## config.mk

```make
export PLATFORM = sky130hd
export DESIGN_NAME = freq_trim_seq
export DESIGN_NICKNAME = d
export VERILOG_FILES = /design/src/rtl/freq_trim_pkg.sv /design/src/rtl/freq_trim_seq_sync2.sv /design/src/rtl/freq_trim_seq.sv
export SDC_FILE = /design/constraint.sdc
export NUM_CORES = 1
export LEC_CHECK = 0
export CORE_ASPECT_RATIO = 0.9
export CORE_MARGIN = 4
export CORE_UTILIZATION = 33
export DETAILED_ROUTE_END_ITERATION = 7
export GPL_TIMING_DRIVEN = 0
export PLACE_DENSITY = 0.7
export SYNTH_ARGS = -nofsm -noshare
export SYNTH_HDL_FRONTEND = slang
export SYNTH_HIERARCHICAL = 1
export SYNTH_SLANG_ARGS = --single-unit
```

## constraint.sdc

```tcl
create_clock -name rclk -period 8.25 [get_ports rclk]
set_clock_uncertainty 0.05 [all_clocks]
set_input_delay 1.65 -clock rclk [delete_from_list [all_inputs] [get_ports rclk]]
set_output_delay 1.65 -clock rclk [all_outputs]
set_load 0.05 [all_outputs]
```

## src/rtl/freq_trim_pkg.sv

```systemverilog
// rtl/freq_trim_pkg.sv - shared types and constants for the freq_trim run-control sequencer
package freq_trim_pkg;

    localparam int NCH_MAX = 8;
    localparam int TMO_MAX = 65535;
    localparam int CNT_W   = $clog2(TMO_MAX + 1);

    typedef enum logic [3:0] {
        IDLE,
        NEXT,
        M_ARM,
        M_RUN,
        M_CAP,
        T_ARM,
        T_RUN,
        T_CAP,
        ADV,
        FIN
    } state_t;

    function automatic logic [2:0] lowest_set(input logic [NCH_MAX-1:0] m);
        logic [2:0] idx;
        idx = '0;
        for (int i = NCH_MAX - 1; i >= 0; i--) begin
            if (m[i]) idx = 3'(i);
        end
        return idx;
    endfunction

endpackage

```

## src/rtl/freq_trim_seq_sync2.sv

```systemverilog
// rtl/freq_trim_seq_sync2.sv - two-flop synchroniser for a single asynchronous level
module sync2 (
    input  logic rstb,
    input  logic clk,
    input  logic d,
    output logic q
);

    logic meta_q;
    logic sync_q;

    always_ff @(posedge clk or negedge rstb) begin
        if (!rstb) begin
            meta_q <= 1'b0;
            sync_q <= 1'b0;
        end else begin
            meta_q <= d;
            sync_q <= meta_q;
        end
    end

    assign q = sync_q;

endmodule

```

## src/rtl/freq_trim_seq.sv

```systemverilog
// rtl/freq_trim_seq.sv - walks enabled oscillator channels through measure and trim passes
module freq_trim_seq
    import freq_trim_pkg::*;
#(
    parameter int NCH = 6,
    parameter int GAP = 16,
    parameter int TMO = 65535
) (
    input  logic              rstb,
    input  logic              rclk,
    input  logic              start,
    input  logic              abort,
    input  logic [NCH-1:0]    chan_mask,
    input  logic [4*NCH-1:0]  msb_tab,
    output logic [2:0]        chan_sel,
    output logic              ft_setb,
    output logic              ft_ena,
    output logic [3:0]        ft_msb,
    input  logic              ft_done,
    input  logic [15:0]       ft_trim,
    input  logic [15:0]       ft_ocnt,
    output logic              busy,
    output logic              seq_done,
    output logic [NCH-1:0]    err,
    output logic [16*NCH-1:0] trim_out,
    output logic [16*NCH-1:0] meas_out
);

    localparam logic [CNT_W-1:0] GAP_LD = CNT_W'(GAP - 1);
    localparam logic [CNT_W-1:0] TMO_LD = CNT_W'(TMO - 1);

    state_t              state_q, state_d;
    logic [CNT_W-1:0]    cnt_q, cnt_d;
    logic [NCH-1:0]      mask_q, mask_d;
    logic [NCH-1:0]      err_q, err_d;
    logic [2:0]          sel_q, sel_d;
    logic                setb_q, setb_d;
    logic                ena_q, ena_d;
    logic                busy_q, busy_d;
    logic                sdone_q, sdone_d;
    logic                phase_q, phase_d;
    logic                abrt_q, abrt_d;
    logic                done_p_q;
    logic [16*NCH-1:0]   trim_q, trim_d;
    logic [16*NCH-1:0]   meas_q, meas_d;
    logic                done_s;
    logic                done_r;
    logic                cnt_zero;
    logic [NCH_MAX-1:0]  mask_ext;

    sync2 u_done_sync (
        .rstb (rstb),
        .clk  (rclk),
        .d    (ft_done),
        .q    (done_s)
    );

    assign done_r   = done_s & ~done_p_q;
    assign cnt_zero = (cnt_q == '0);
    assign mask_ext = NCH_MAX'(mask_q);

    always_comb begin
        state_d = state_q;
        mask_d  = mask_q;
        err_d   = err_q;
        sel_d   = sel_q;
        phase_d = phase_q;
        abrt_d  = abrt_q;
        busy_d  = busy_q;
        trim_d  = trim_q;
        meas_d  = meas_q;
        cnt_d   = cnt_zero ? '0 : cnt_q - CNT_W'(1);

        case (state_q)
            IDLE: begin
                if (start) begin
                    mask_d  = chan_mask;
                    err_d   = '0;
                    abrt_d  = 1'b0;
                    busy_d  = 1'b1;
                    state_d = NEXT;
                end
            end
            NEXT: begin
                if (mask_q == '0) begin
                    state_d = FIN;
                end else begin
                    sel_d   = lowest_set(mask_ext);
                    state_d = M_ARM;
                end
            end
            M_ARM: if (cnt_zero && !done_s) state_d = M_RUN;
            M_RUN: begin
                if (done_r) begin
                    state_d = M_CAP;
                end else if (cnt_zero) begin
                    err_d[sel_q] = 1'b1;
                    state_d      = ADV;
                end
            end
            M_CAP: begin
                meas_d[16*sel_q +: 16] = ft_ocnt;
                state_d                = T_ARM;
            end
            // Two settle windows: setb low first, then ena high before the trim run.
            T_ARM: begin
                if (cnt_zero) begin
                    if (!phase_q) begin
                        phase_d = 1'b1;
                        cnt_d   = GAP_LD;
                    end else if (!done_s) begin
                        state_d = T_RUN;
                    end
                end
            end
            T_RUN: begin
                if (done_r) begin
                    state_d = T_CAP;
                end else if (cnt_zero) begin
                    err_d[sel_q] = 1'b1;
                    state_d      = ADV;
                end
            end
            T_CAP: begin
                trim_d[16*sel_q +: 16] = ft_trim;
                state_d                = ADV;
            end
            ADV: begin
                mask_d[sel_q] = 1'b0;
                if (cnt_zero) state_d = abrt_q ? FIN : NEXT;
            end
            FIN: begin
                busy_d  = 1'b0;
                state_d = IDLE;
            end
            default: state_d = IDLE;
        endcase

        if (state_d != state_q) begin
            phase_d = 1'b0;
            case (state_d)
                M_ARM, T_ARM, ADV: cnt_d = GAP_LD;
                M_RUN, T_RUN:      cnt_d = TMO_LD;
                default:           cnt_d = '0;
            endcase
        end

        // Abort overrides any transition, including a done edge seen this cycle.
        if (abort && state_q != IDLE && state_q != FIN) begin
            abrt_d  = 1'b1;
            phase_d = 1'b0;
            state_d = ADV;
            cnt_d   = GAP_LD;
        end

        setb_d  = (state_d == M_RUN) || (state_d == T_RUN);
        ena_d   = (state_d == T_RUN) || (state_d == T_CAP) || ((state_d == T_ARM) && phase_d);
        sdone_d = (state_d == FIN) && (state_q != FIN);
    end

    always_ff @(posedge rclk or negedge rstb) begin
        if (!rstb) begin
            state_q  <= IDLE;
            cnt_q    <= '0;
            mask_q   <= '0;
            err_q    <= '0;
            sel_q    <= '0;
            setb_q   <= 1'b0;
            ena_q    <= 1'b0;
            busy_q   <= 1'b0;
            sdone_q  <= 1'b0;
            phase_q  <= 1'b0;
            abrt_q   <= 1'b0;
            done_p_q <= 1'b0;
            trim_q   <= '0;
            meas_q   <= '0;
        end else begin
            state_q  <= state_d;
            cnt_q    <= cnt_d;
            mask_q   <= mask_d;
            err_q    <= err_d;
            sel_q    <= sel_d;
            setb_q   <= setb_d;
            ena_q    <= ena_d;
            busy_q   <= busy_d;
            sdone_q  <= sdone_d;
            phase_q  <= phase_d;
            abrt_q   <= abrt_d;
            done_p_q <= done_s;
            trim_q   <= trim_d;
            meas_q   <= meas_d;
        end
    end

    assign chan_sel = sel_q;
    assign ft_setb  = setb_q;
    assign ft_ena   = ena_q;
    assign ft_msb   = msb_tab[4*sel_q +: 4];
    assign busy     = busy_q;
    assign seq_done = sdone_q;
    assign err      = err_q;
    assign trim_out = trim_q;
    assign meas_out = meas_q;

endmodule

```

==> impl_metrics.toml <==
[outcome]
outcome = "finished clean"

[clocking]
buffers_inserted_by_post_cts_timing_repair = 0
tritoncts = "yes"
postCtsResizedCells = 0
cts_inserted_buffers = 27
max-clock-path-buffers = 3
clock_latency_ps = 520
htree_num_levels = 1
cts-hold-fix-buffers = 0
clk_transition_reported_paths_ps = 50
clockRootBuffer = "clkbuf_16"
numClockSinks = 236

[sta]
slew_of_the_pin_with_the_lowest_slew_margin_ps = 1270
tmin_final_ps = 5430
finalSetupViolCount = 0
max-slew-margin-rel_pct = 14.8
final_slew_violations = 0
grt_setup_unrepaired = "false"
timing.setup.tns_ps = 0
timing_hold_violations_final = 0
post-route-worst-setup-slack_ps = 2820
final_min_period_over_clock_period_pct = 65.8
max_clock_freq_mhz = 184

[pwr]
irDropWorstVdd_mv = 0.191
power.density_cell_area_mw_per_mm2 = 367
static-leakage-power_nw = 6.11

[place]
placedInstanceArea_sq_mm = 0.0133
gpl.final_weighted_congestion = 0.899
place_ws_ps = 3370
place.detailed.hpwl_um = 24500
place.port_buffers = 275
dp.cells = 1663

[final_layout]
area_delta_synth_final_pct = 42.0
multi_input_comb_area_sq_mm = 0.00384
final_core_utilization_pct = 47.6
final_cell_area_sq_mm = 0.0142
finalNonFillerCells = 1708
design.final.nets = 1362
fillCellCount = 2798
sequential_cell_area_sq_mm = 0.00591
num_antenna_cells = 0
drive_gt1_share_pct = 10.4

[global_route]
maximum_number_of_pins_on_one_net_before_global_route_repair = 123
grt_pass1_wl_um = 51000
antenna_violations_before_repair = 0
first_global_vias = 8582
global_route.overflow_total = 0
global_route.usage.total_pct = 19.5

[setup_path]
setup.worst_path.class = "reg2out"
timing.critical_path.from_type = "flop"
critical_path_arrival_ps = 3730
reg2reg_from = "chan_sel[0]"
worst_setup_path_end_kind = "output port"
minimum_setup_slack_among_reg_to_reg_paths_ps = 4320
worst_ep_required_time_ps = 6550
cp-startpoint = "chan_sel[0]"
worst-path-max-fanout = 9

[run]
cap_violations = 0

[die]
floorplan.die.width_um = 192
die_h_um = 173
design.die.area_sq_mm = 0.0332
standard_cell_rows = 60
core_area_sq_mm = 0.0299
top_level_ports = 276
floorplan.initialDensity_pct = 33.5

[logic_synthesis]
netlist_instances = 984
ys_dominant_reg_cell = "dfrtp_1"
synth-seq-cells = 236
synth_fp_nets = 1057
seq_area_frac_synth_pct = 59.0
number_of_enable_flip_flop_cells_after_synthesis = 0
ys_warn_count = 6
avgSynthCellArea_sq_um = 10.2
yosys.cell_types.count = 53
fraction_of_registers_with_async_set_or_reset_after_synthesis_pct = 100
synth_area_sq_mm = 0.0100

[routing]
route.detailed.wl_per_inst_um = 19.4
totalWireLength_um = 33200
num_vias = 8603
drtAntennaViolNets = 0
detail_route.drc_violations = 0
detailedRoute.firstPassIterationCount = 8
initialDrtViolationCount = 568
number_of_vias_per_cell = 5.04

[worst_hold_path]
beginning_of_the_worst_hold_path = "u_done_sync/meta_q"
holdCritPathClass = "reg2reg"
sequential cells by signal, indices dropped and copies added, names as in the netlist:
| name | count |
|---|---|
| seq_done | 1 |
| err | 6 |
| phase_q | 1 |
| cnt_q | 16 |
| meas_out | 96 |
| ft_setb | 1 |
| u_done_sync/q | 1 |
| trim_out | 96 |
| done_p_q | 1 |
| busy | 1 |
| abrt_q | 1 |
| chan_sel | 3 |
| ft_ena | 1 |
| u_done_sync/meta_q | 1 |
| mask_q | 6 |
| state_q | 4 |
cells in the mapped netlist (2+ instances only):
master    instances  area share [%]
nor3b_2           2            0.25
nand2_1         263             9.9
buf_6             2            0.22
a22oi_1          12            0.90
o31ai_1           6            0.45
mux2_2           64             7.2
a21oi_1          17            0.85
nor4_1            3            0.19
o21ai_0         147             7.4
inv_1            12            0.45
a21oi_2          11            0.96
nand2b_1          6            0.38
mux2i_1           2            0.20
buf_2             5            0.25
or4_1             4            0.30
o31a_1            2            0.18
nor2b_1           4            0.25
nor3_1           15            0.75
and3_1            6            0.38
and2_1            4            0.25
a31oi_1           6            0.38
nand4_1           8            0.50
ha_1              6            0.75
nor4_2            3            0.38
xnor2_1           5            0.44
nor2_1           37             1.4
clkbuf_1         45             1.7
nand3_1          17            0.85
nor4b_1           2            0.18
nor3b_1           3            0.22
a32o_1            2            0.20
dfrtp_1         236              59
xor2_1            7            0.61
cell type report:
cell class                 count  area share [%]
clock inverter                 8            1.03
tap                          403            3.55
clock buffer                  37            5.44
sequential                   236            41.5
multi-input combinational    683            27.0
buffer                        52            1.52
inverter                      13           0.343
timing repair buffer         276            19.6
logic make-up after synthesis:
| logic type | share of synthesized area [%] |
|---|---|
| simple gates | 16.6 |
| flops | 59.0 |
| compound gates | 12.5 |
| mux | 7.40 |
| buf+inv | 2.65 |
| xor+xnor | 1.05 |
| fa+ha+maj | 0.750 |
per-stage QoR:
stage / power, mW / hold slack [ps]
2_1_floorplan: 3.16 / 281
3_3_place_gp: 3.95 / 285
3_5_place_dp: 3.99 / 289
4_1_cts: 5.25 / 301
5_1_grt: 5.49 / 307
6_report: 5.22 / 298
path summary, 6_finish.rpt:
path	end	depth (start not counted)
worst max-delay path	ft_msb[0]	6
worst min-delay path	u_done_sync/q	0
worst max register to register	meas_out[35]	11
worst min register to register	u_done_sync/q	0
max in group asynchronous	meas_out[88]	2
min in group asynchronous	trim_out[4]	1
cell usage in the layout, fill, tap and decap left out, drive strengths merged, types with 2 or more instances in the layout:
master / netlist / routed
mux2i: 2 / 2
nor4b: 2 / 2
a32o: 2 / 2
o31a: 2 / 2
xnor2: 5 / 5
buf: 7 / 9
bufinv: 0 / 4
nor3b: 5 / 5
ha: 6 / 6
and3: 6 / 6
nor3: 15 / 15
nor2b: 4 / 4
nand3: 17 / 17
clkbuf: 45 / 82
a22oi: 12 / 12
a21oi: 28 / 28
mux2: 64 / 64
a31oi: 6 / 6
or4: 4 / 4
and2: 4 / 4
xor2: 7 / 7
nand4: 9 / 9
o21ai: 147 / 147
nor4: 6 / 6
clkdlybuf4s50: 0 / 274
o31ai: 6 / 6
inv: 12 / 13
clkinv: 1 / 3
nor2: 37 / 37
nand2: 263 / 263
dfrtp: 236 / 236
nand2b: 6 / 6
worst max-delay path: stages, from the launching register on:
cell and delay, ps:
dfrtp_1 410, clkbuf_1 340, clkinv_1 330, nor3_1 960, a22oi_1 210, nand3_1 150
clkdlybuf4s50_1 810
metal layers:
layer	GRT usage, %	part of all wire [%]	vias up
met5	0	0	-
met3	2.96	5.7	59
met1	27.1	44	4248
met2	31.8	48	297
met4	5.42	2.9	0
li1	-	-	3999
where the power goes:
part / internal [mW] / total [mW] / switching [mW]
Clock: 0.773 / 1.24 / 0.470
Combinational: 0.768 / 2.35 / 1.58
Sequential: 1.43 / 1.63 / 0.197
Power figures use the tool's default switching activity.
